$ cat config.mk
export PLATFORM = sky130hd
export DESIGN_NAME = calendar_date_counter
export DESIGN_NICKNAME = d
export VERILOG_FILES = /design/src/rtl/calendar_date_counter.sv
export SDC_FILE = /design/constraint.sdc
export NUM_CORES = 1
export LEC_CHECK = 0
export BUFFER_PORTS_ARGS = -buffer_cell sky130_fd_sc_hd__buf_2
export CELL_PAD_IN_SITES_DETAIL_PLACEMENT = 0
export CELL_PAD_IN_SITES_GLOBAL_PLACEMENT = 1
export CORE_AREA = 2 2 128 68
export DETAILED_ROUTE_END_ITERATION = 12
export DIE_AREA = 0 0 130 70
export PLACE_DENSITY_LB_ADDON = 0.15
export SYNTH_ARGS = -nofsm -noshare
export SYNTH_HDL_FRONTEND = slang
export SYNTH_SLANG_ARGS = --single-unit
export TNS_END_PERCENT = 20
$ cat constraint.sdc
create_clock -name clk -period 5.1 [get_ports clk]
set_input_delay 1.02 -clock clk [delete_from_list [all_inputs] [get_ports clk]]
set_output_delay 1.02 -clock clk [all_outputs]
set_load 0.1 [all_outputs]
$ cat src/rtl/calendar_date_counter.sv
// Registered calendar date (day/month/year) advanced one day per day_tick,
// with validated date loading and Gregorian leap-year tracking.
module calendar_date_counter #(
  parameter int unsigned RESET_YEAR = 1
) (
  input  logic        clk,
  input  logic        rst,
  input  logic        day_tick,
  input  logic        load,
  input  logic [5:0]  load_day,
  input  logic [3:0]  load_month,
  input  logic [10:0] load_year,
  output logic [5:0]  day_of_month,
  output logic [3:0]  month,
  output logic [10:0] year,
  output logic        leap_year,
  output logic        date_changed,
  output logic        year_wrap,
  output logic        load_err
);

  localparam logic [10:0] RESET_YEAR_V = RESET_YEAR[10:0];
  localparam logic [10:0] MAX_YEAR     = 11'd2047;

  typedef enum logic [1:0] {
    OP_HOLD,
    OP_LOAD,
    OP_ADVANCE
  } op_e;

  function automatic logic is_leap(input logic [10:0] y);
    return ((y % 11'd400) == 11'd0) ||
           (((y % 11'd100) != 11'd0) && (y[1:0] == 2'b00));
  endfunction

  function automatic logic [5:0] days_in_month(input logic [3:0] m, input logic leap);
    case (m)
      4'd2:                      return leap ? 6'd29 : 6'd28;
      4'd4, 4'd6, 4'd9, 4'd11:   return 6'd30;
      default:                   return 6'd31;
    endcase
  endfunction

  op_e         op;
  logic        load_valid;
  logic [5:0]  next_day;
  logic [3:0]  next_month;
  logic [10:0] next_year;
  logic        next_leap;
  logic        next_changed;
  logic        next_wrap;
  logic        next_err;

  always_comb begin
    if (load)          op = OP_LOAD;
    else if (day_tick) op = OP_ADVANCE;
    else               op = OP_HOLD;
  end

  // A load is accepted only if it names a real date; the registers never hold an illegal one.
  always_comb begin
    load_valid = (load_month >= 4'd1) && (load_month <= 4'd12) &&
                 (load_year != 11'd0) && (load_day != 6'd0) &&
                 (load_day <= days_in_month(load_month, is_leap(load_year)));
  end

  // NOTE: every output of this block gets a default first so no latch is inferred.
  always_comb begin
    next_day     = day_of_month;
    next_month   = month;
    next_year    = year;
    next_changed = 1'b0;
    next_wrap    = 1'b0;
    next_err     = 1'b0;

    case (op)
      OP_LOAD: begin
        if (load_valid) begin
          next_day     = load_day;
          next_month   = load_month;
          next_year    = load_year;
          next_changed = 1'b1;
        end else begin
          next_err = 1'b1;
        end
      end
      OP_ADVANCE: begin
        next_changed = 1'b1;
        if (day_of_month < days_in_month(month, leap_year)) begin
          next_day = day_of_month + 6'd1;
        end else begin
          next_day = 6'd1;
          if (month < 4'd12) begin
            next_month = month + 4'd1;
          end else begin
            next_month = 4'd1;
            if (year < MAX_YEAR) begin
              next_year = year + 11'd1;
            end else begin
              next_year = 11'd1;
              next_wrap = 1'b1;
            end
          end
        end
      end
      default: ;
    endcase

    // Derived from the year being written so leap_year is never a cycle stale.
    next_leap = is_leap(next_year);
  end

  // NOTE: sequential state uses non-blocking assignments so all registers update together.
  always_ff @(posedge clk or posedge rst) begin
    if (rst) begin
      day_of_month <= 6'd1;
      month        <= 4'd1;
      year         <= RESET_YEAR_V;
      leap_year    <= is_leap(RESET_YEAR_V);
      date_changed <= 1'b0;
      year_wrap    <= 1'b0;
      load_err     <= 1'b0;
    end else begin
      day_of_month <= next_day;
      month        <= next_month;
      year         <= next_year;
      leap_year    <= next_leap;
      date_changed <= next_changed;
      year_wrap    <= next_wrap;
      load_err     <= next_err;
    end
  end

endmodule

==> results of run 1 <==
-- through the flow --
step	hold WS [ns]	util	cell area, µm²	power [mW]	setup slack, ns
floorplan	0.7669	-	3366	1.105	-1.976
global placement	0.5435	0.5566	4563	1.531	-2.234
detailed placement	0.5292	0.5566	4563	1.543	-2.334
CTS	0.5495	0.5908	4843	1.816	-1.883
global route	0.5747	0.6380	5230	2.037	-2.321
finish	0.5542	0.6380	5230	1.943	-2.076
-- layer usage --
metal / wire length [µm] / part of all wire / track usage
met4: 57 / 0.0040 / 0.01553
met1: 6977 / 0.49 / 0.4998
met5: 0 / 0 / 0
met2: 5733 / 0.40 / 0.4055
met3: 1438 / 0.10 / 0.06513
-- state kept, by name, indices dropped and copies added, names as in the netlist --
name and cells:
day_of_month 6, leap_year 1, month 4, date_changed 1, year_wrap 1, year 11
load_err 1
-- cells by family after synthesis --
group	after synthesis
adder cells (fa/ha/maj)	10
AND/OR/NAND/NOR	187
flip-flops	25
AO/OA/AOI/OAI	163
XOR/XNOR	7
multiplexers	8
buffers and inverters	43
-- layout make-up --
type	instances	area [µm²]	share of cell area
Timing Repair Buffer	198	1481	0.2833
Inverter	23	98.84	0.01890
Multi-Input combinational cell	375	2790	0.5335
Tap cell	117	146.4	0.02799
Clock inverter	1	8.758	0.001675
Sequential cell	25	629.4	0.1203
Clock buffer	3	75.07	0.01435
-- power by group --
part | switching [mW] | internal [mW]
Combinational | 0.871 | 0.556
Clock | 0.0897 | 0.109
Sequential | 0.0752 | 0.242
-- worst max-delay path by stage --
stage                      endpoint           from  cells after the start  slack, ns
after CTS                 leap_year  load_year[10]                     33      -1.88
after floorplan           leap_year   load_year[7]                     31      -1.98
after detailed placement  leap_year   load_year[5]                     34      -2.33
final                     leap_year   load_year[5]                     33      -2.08
after global routing      leap_year   load_year[5]                     35      -2.32
after global placement    leap_year  load_year[10]                     35      -2.23
-- critical path: cells and delay by family --
kind | cells | cell delay, ns
xor gates and xnor gates | 2 | 0.34
buffers and inverters | 5 | 0.60
AOI/OAI and AO/OA | 10 | 2.33
and+or+nand+nor | 10 | 1.80
muxes | 4 | 0.80
adders and majority gates | 2 | 0.45
-- layout by cell type, fill, tap and decap left out, types with 6 or more instances in the layout --
| cell | n |
|---|---|
| nor2_1 | 35 |
| nand2b_1 | 9 |
| a21oi_1 | 28 |
| o21ai_0 | 18 |
| buf_6 | 22 |
| or2_2 | 7 |
| nand3_1 | 14 |
| buf_4 | 126 |
| buf_2 | 46 |
| o21ai_1 | 10 |
| and3_1 | 6 |
| dfrtp_1 | 22 |
| o21ai_2 | 6 |
| inv_1 | 16 |
| a21o_1 | 7 |
| a21oi_2 | 9 |
| nand2_1 | 33 |
| nor3_1 | 21 |
| o211ai_1 | 7 |
| ha_1 | 8 |
-- timing repair --
item / in CTS / in global routing
hold buffers: 0 / 0
endpoints found under the hold margin: 0 / 0
gates resized for setup: 28 / 74
setup buffers: 12 / 16
pin swaps: 17 / 28
endpoints found under the setup margin: 15 / 22
==> results.ini, run 1 <==
[cts]
cts_tree=done
clk_pin_slew_ns=0.08
cts_root_buf=clkbuf_16
cts_htree_levels=1
insertion_delay_ns=0.27
ctsLongestPathBuffers=2
cts.sinks=25
cts_buffers=3

[logic_synthesis]
syn_inst=443
seq_area_frac_synth=0.1922
syn_avg_cell_area_um2=7.391
netlist.area_leader.share=0.1681
yosys_most_used_dff=dfrtp_1
yosysTopAreaCell=dfrtp_1
synth_area_leaders=dfrtp_1, a21oi_1, o21ai_0, nor2_1, nand2_1
yosysWarnings=0
synthDistinctLibCells=83
synthTopCellsByCount=nor2_1, nand2_1, a21oi_1
synth_mux_area_frac=0.02484
synth_top_family_by_area=compound AO/OA/AOI/OAI gates
yosys.area_share.simple=0.3034
synth_area_mm2=0.003274
ys_seq_elements=25
yosysMostFrequentCell=nor2_1
synth_xor_area_frac=0.01872
async_reset_ff_frac=1.000
synthAdderAreaFrac=0.03745
synth_compound_area_frac=0.3680
synth_edf_count=0
syn_nets=477

[detailed_routing]
finalWirelength_um=14210
ant_nets=0
initialDrtViolationCount=511
drt_drc_violations_left=0
vias_per_cell=6.059
wl_per_cell_um=19.15
via_count=4496
drt-pass1-iter-count=5

[final_layout]
area_growth_pct=59.73
fin_cells=742
fillers=705
nNetsFinal=660
layout-drive-gt1-share=0.4704
antenna_cells=0

[floorplan]
initial_utilization=0.3994
die_y_um=70
num_rows=24
design.core.area_mm2=0.008198
dieArea_mm2=0.009100
die_w_um=130
pin_count=50

[critical_path]
crit_top_cell=buf_4
rrSetupSlack_ns=-0.20
critPathMaxFanout=6
crit_slowest_cell=or4_4
critPathKind=primary input to register
cp_slowest_stage_delay_ns=0.44
arrival_ns=7.36
reg2reg_to=leap_year
crit_required_ns=5.28
r2r_start=month[0]
end_kind=register
start_kind=primary input
reg2regPathDepth=18

[sta]
slew_headroom=0.2433
fin_crit_sh=1.407
finalHoldViolCount=0
fin_ws_ns=-2.076
rsz0062_at_grt=true
fin_setup_tns_ns=-7.462
period_minus_slack_ns=7.176
fmax_ghz=0.1394
slew_violations=0
tightestPinTransition_ns=1.134
setup_viol=18
fin_skew_ns=0.004231

[status]
violations=setup timing
run_status=complete, but fails checks

[power_and_ir_drop]
leakagePower_nw=2.314
p_per_area_mw_per_mm2=371.5
ir_drop_mv=0.3542

[global_route]
grt_usage=0.3014
grt_pass1_wl_um=21570
grt_max_degree=26
antenna_found_initial=0
grt-ovfl-total=0
grt_pass1_vias=4004

[placement]
place_hpwl_um=10560
placed_cells=711
port_buffers=49
gp_congestion=0.9602

[run]
cap_violations=0

[worst_hold_path]
hold_end=day_of_month[5]
min_path_type=register to register
holdPathStages=2
holdCritStartpoint=day_of_month[5]

(Power assumes the default switching activity.)
==> run 2, diff against run 1 <==
- REMOVE_ABC_BUFFERS: unset -> 1
- SLEW_MARGIN: unset -> 30
==> run 2 against run 1 <==
The run still ends with setup timing left; register-to-register slack improved by 0.18 ns; die area did not move; worst setup slack got worse by 0.014 ns; largest power group unchanged.
==> results.ini, run 2 (synthesis gave the netlist of run 1 again) <==
[sta]
fin_crit_sh=1.410
fin_setup_tns_ns=-7.952
rsz0062_at_grt=true
finalHoldViolCount=0
tightestPinTransition_ns=0.6764
fmax_ghz=0.1391
fin_skew_ns=0.005130
slew_headroom=0.5452
period_minus_slack_ns=7.189
fin_ws_ns=-2.089
slew_violations=0
setup_viol=22
worst_hold_slack_ns=0.5715

[critical_path]
crit_slowest_cell=maj3_2
critPathKind=primary input to register
crit_top_cell=buf_4
reg2regPathDepth=18
cp_slowest_stage_delay_ns=0.31
start_kind=primary input
arrival_ns=7.37
crit_required_ns=5.28
critPathMaxFanout=11
end_kind=register

[cts]
ctsLongestPathBuffers=2
clk_pin_slew_ns=0.08
holdBufCountCts=0
cts_root_buf=clkbuf_16
cts.sinks=25
insertion_delay_ns=0.28
cts_tree=done
cts_htree_levels=1
cts_buffers=3

[final_layout]
fin_cells=738
area_growth_pct=57.47
largest_reg_flops=11
antenna_cells=0
most-common-layout-cells=buf_4, buf_2, nor2_1
nNetsFinal=656
final_common_cell=buf_4
top_register=year
layout-drive-gt1-share=0.4734
reg_top3=year (11), day_of_month (6), month (4)

[detailed_routing]
ant_nets=0
via_count=4355
initialDrtViolationCount=483
vias_per_cell=5.901
wl_per_cell_um=17.89
drt-pass1-iter-count=5
finalWirelength_um=13200
drt_drc_violations_left=0

[placement]
port_buffers=49
place_hpwl_um=9755
gp_congestion=1.029
place_ws_ns=-2.569
placed_cells=711

[status]
run_status=complete, but fails checks
violations=setup timing

[floorplan]
dieArea_mm2=0.009100
design.core.area_mm2=0.008198
die_y_um=70
initial_utilization=0.3994
num_rows=24
pin_count=50
die_w_um=130

[global_route]
antenna_found_initial=0
grtUsageMet1=0.4529
grt.busiest_layer=met1
globalRouteMet3Util=0.08276
grt-ovfl-total=0
grt_use_met2=0.3898
grt_pass1_vias=3898
grt_max_degree=26
grt_pass1_wl_um=20560
grt_usage=0.2854

[run]
cap_violations=0

[power_and_ir_drop]
p_total_mw=1.860
leakagePower_nw=2.280
p_per_area_mw_per_mm2=360.7
ir_drop_mv=0.3814

[worst_hold_path]
min_path_type=register to register
holdPathStages=1

[run 2: changes by cell type in the layout (fill, tap and decap cells not counted), sizes merged]
cell	delta
buf	-4
[run 2: timing repair]
action / 4_1_cts / 5_1_grt
pin swaps: 20 / 17
endpoints found under the setup margin: 22 / 24
gates resized for setup: 43 / 63
buffers inserted: 13 / 12
[run 2: critical path: cells and delay by family]
family          cells  cell delay [ns]
compound gates     16             3.28
mux                 2             0.45
xor+xnor            2             0.30
fa+ha+maj           2             0.46
buf+inv             7             1.01
simple gates        7             0.85
[run 2: stage by stage]
step,util,area (µm²)
floorplan,-,3179
CTS,0.5896,4833
global route,0.6290,5156
finish,0.6290,5156
detailed placement,0.5488,4499
global placement,0.5488,4499
[run 2: metal layers]
metal,wire (µm),vias to the layer above
met3,1308,8
met5,0,-
met2,5330,216
met4,62,0
met1,6500,2077
li1,-,2054
[run 2: path summary, 6_finish.rpt]
| kind | start | to | slack, ns |
|---|---|---|---|
| setup reg to reg | month[0] | leap_year | -0.02 |
| setup / recovery | load_year[10] | leap_year | -2.09 |
| min in group asynchronous | rst | date_changed | 0.80 |
| hold reg to reg | month[0] | month[0] | 0.57 |
| max in group asynchronous | rst | day_of_month[1] | 3.91 |
| hold / removal | month[0] | month[0] | 0.57 |
[run 2: power by group]
part | switching (mW) | internal [mW] | total (mW) | leakage, nW
Clock | 0.0875 | 0.109 | 0.197 | 0.0415
Sequential | 0.0743 | 0.242 | 0.317 | 0.304
Combinational | 0.830 | 0.517 | 1.35 | 1.93
[run 2: cell type report]
class,instances,area [µm²]
Clock buffer,3,75.07
Clock inverter,1,8.758
Fill cell,703,3042
Inverter,23,91.34
Multi-Input combinational cell,375,2789
Sequential cell,25,629.4
Tap cell,117,146.4
Timing Repair Buffer,194,1416
==> run 3, diff against run 2 <==
- PLACE_DENSITY_LB_ADDON: 0.15 -> 0.1
==> run 3 against run 2 <==
Register-to-register slack improved by 0.07 ns; critical endpoint unchanged; clock skew up 0.0018 ns; first-iteration DRC count down 22%; fmax is 0.10% higher; the run still ends with setup timing left; total power up 2.6%; highest routed layer unchanged.
==> results.ini, run 3 (synthesis gave the netlist of run 1 again) <==
[sta]
slew_headroom=0.6057
setup_viol=18
fin_crit_sh=1.408
period_minus_slack_ns=7.182
tightestPinTransition_ns=0.5861
worst_hold_slack_ns=0.5575
rsz0062_at_grt=true
slew_violations=0
fin_ws_ns=-2.082
fmax_ghz=0.1392
finalHoldViolCount=0
fin_skew_ns=0.006894
fin_setup_tns_ns=-5.209

[final_layout]
fin_cells=739
largest_reg_flops=11
final_common_cell=buf_4
fillers=707
area_growth_pct=59.92
nNetsFinal=657
top_register=year
layout-drive-gt1-share=0.4871
reg_top3=year (11), day_of_month (6), month (4)
most-common-layout-cells=buf_4, buf_2, nor2_1
antenna_cells=0

[detailed_routing]
vias_per_cell=5.943
top_layer=met4
finalWirelength_um=13740
wl_per_cell_um=18.59
wl_met1_um=6890
ant_nets=0
initialDrtViolationCount=376
dr_wl_met3_um=1433
via_count=4392
met2_length_um=5333
drt_drc_violations_left=0
drt-pass1-iter-count=5

[global_route]
grt_pass1_vias=4066
grt_max_degree=26
grt_usage=0.3047
grt_pass1_wl_um=21780
antenna_found_initial=0
grt-ovfl-total=0

[status]
run_status=complete, but fails checks
violations=setup timing

[critical_path]
crit_required_ns=5.26
crit_slowest_cell=or3_4
crit_top_cell=buf_4
r2r_start=month[0]
critPathMaxFanout=9
crit_start=load_year[10]
cp_slowest_stage_delay_ns=0.40
end_kind=register
rrSetupSlack_ns=0.05
start_kind=primary input
arrival_ns=7.34
critPathKind=primary input to register

[cts]
clk_pin_slew_ns=0.08
ctsLongestPathBuffers=2
cts.sinks=25
cts_root_buf=clkbuf_16
cts_tree=done
cts_htree_levels=1
insertion_delay_ns=0.28
holdBufCountCts=0
cts_buffers=3

[floorplan]
initial_utilization=0.3994
die_w_um=130
pin_count=50
die_y_um=70
dieArea_mm2=0.009100
num_rows=24
design.core.area_mm2=0.008198

[power_and_ir_drop]
p_per_area_mw_per_mm2=364.4
p_total_mw=1.908
leakagePower_nw=2.309
ir_drop_mv=0.2618

[placement]
gp_congestion=0.9993
port_buffers=49
placed_cells=712
place_hpwl_um=10300

[run]
cap_violations=0

[worst_hold_path]
min_path_type=register to register
holdCritStartpoint=day_of_month[5]

==> run 3: cell types whose count changed in the layout (fill, tap and decap cells not counted), moves of 2 or more <==
cell     delta
inv_2       -2
buf_6       +7
nand3_1     +2
a21oi_1     -4
a21oi_2     +4
nor3_2      +3
nor3_1      -2
buf_4       -3
o21ai_2     -2
==> run 3: per-layer routing <==
| layer | up-vias | global-route usage |
|---|---|---|
| li1 | 2053 | - |
| met3 | 10 | 0.07969 |
| met4 | 0 | 0.03345 |
| met2 | 225 | 0.4020 |
| met5 | - | 0 |
| met1 | 2104 | 0.4955 |
==> run 3: worst max-delay path, delay by kind of cell <==
kind	cells	cell delay (ns)
muxes	4	0.85
AOI/OAI and AO/OA	10	1.83
and+or+nand+nor	10	1.78
buffers and inverters	7	1.11
adders and majority gates	2	0.43
xor gates and xnor gates	2	0.30
==> run 3: power by group <==
part / switching (mW) / total (mW) / leakage [nW] / internal (mW)
sequential: 0.0754 / 0.318 / 0.304 / 0.242
combinational: 0.858 / 1.39 / 1.96 / 0.537
clock: 0.0867 / 0.196 / 0.0415 / 0.109
==> run 3: cell type report <==
cell class,count,area (µm²),share of cell area
multi-input combinational,375,2850,0.5443
timing repair buffer,195,1430,0.2731
sequential,25,629.4,0.1202
tap,117,146.4,0.02796
inverter,23,96.34,0.01840
clock buffer,3,75.07,0.01434
clock inverter,1,8.758,0.001673
==> run 3: path summary, 6_finish.rpt <==
kind                              endpoint  depth (start not counted)
setup / recovery                 leap_year                         35
min in group asynchronous     date_changed                          2
hold / removal             day_of_month[5]                          2
hold reg to reg            day_of_month[5]                          2
max in group asynchronous         month[3]                          2
setup reg to reg                 leap_year                         18
==> run 3: timing repair <==
action / 4_1_cts / 5_1_grt
gates resized for setup: 83 / 37
buffers inserted: 23 / 6
setup endpoints to repair: 23 / 23
pin swaps: 37 / 17
==> run 3: metrics by stage <==
stage / area, µm² / util / worst slack, ns
5_1_grt: 5236 / 0.6387 / -2.452
4_1_cts: 5069 / 0.6183 / -1.931
3_5_place_dp: 4494 / 0.5482 / -2.609
3_3_place_gp: 4494 / 0.5482 / -2.516
6_report: 5236 / 0.6387 / -2.082
2_1_floorplan: 3179 / - / -2.409
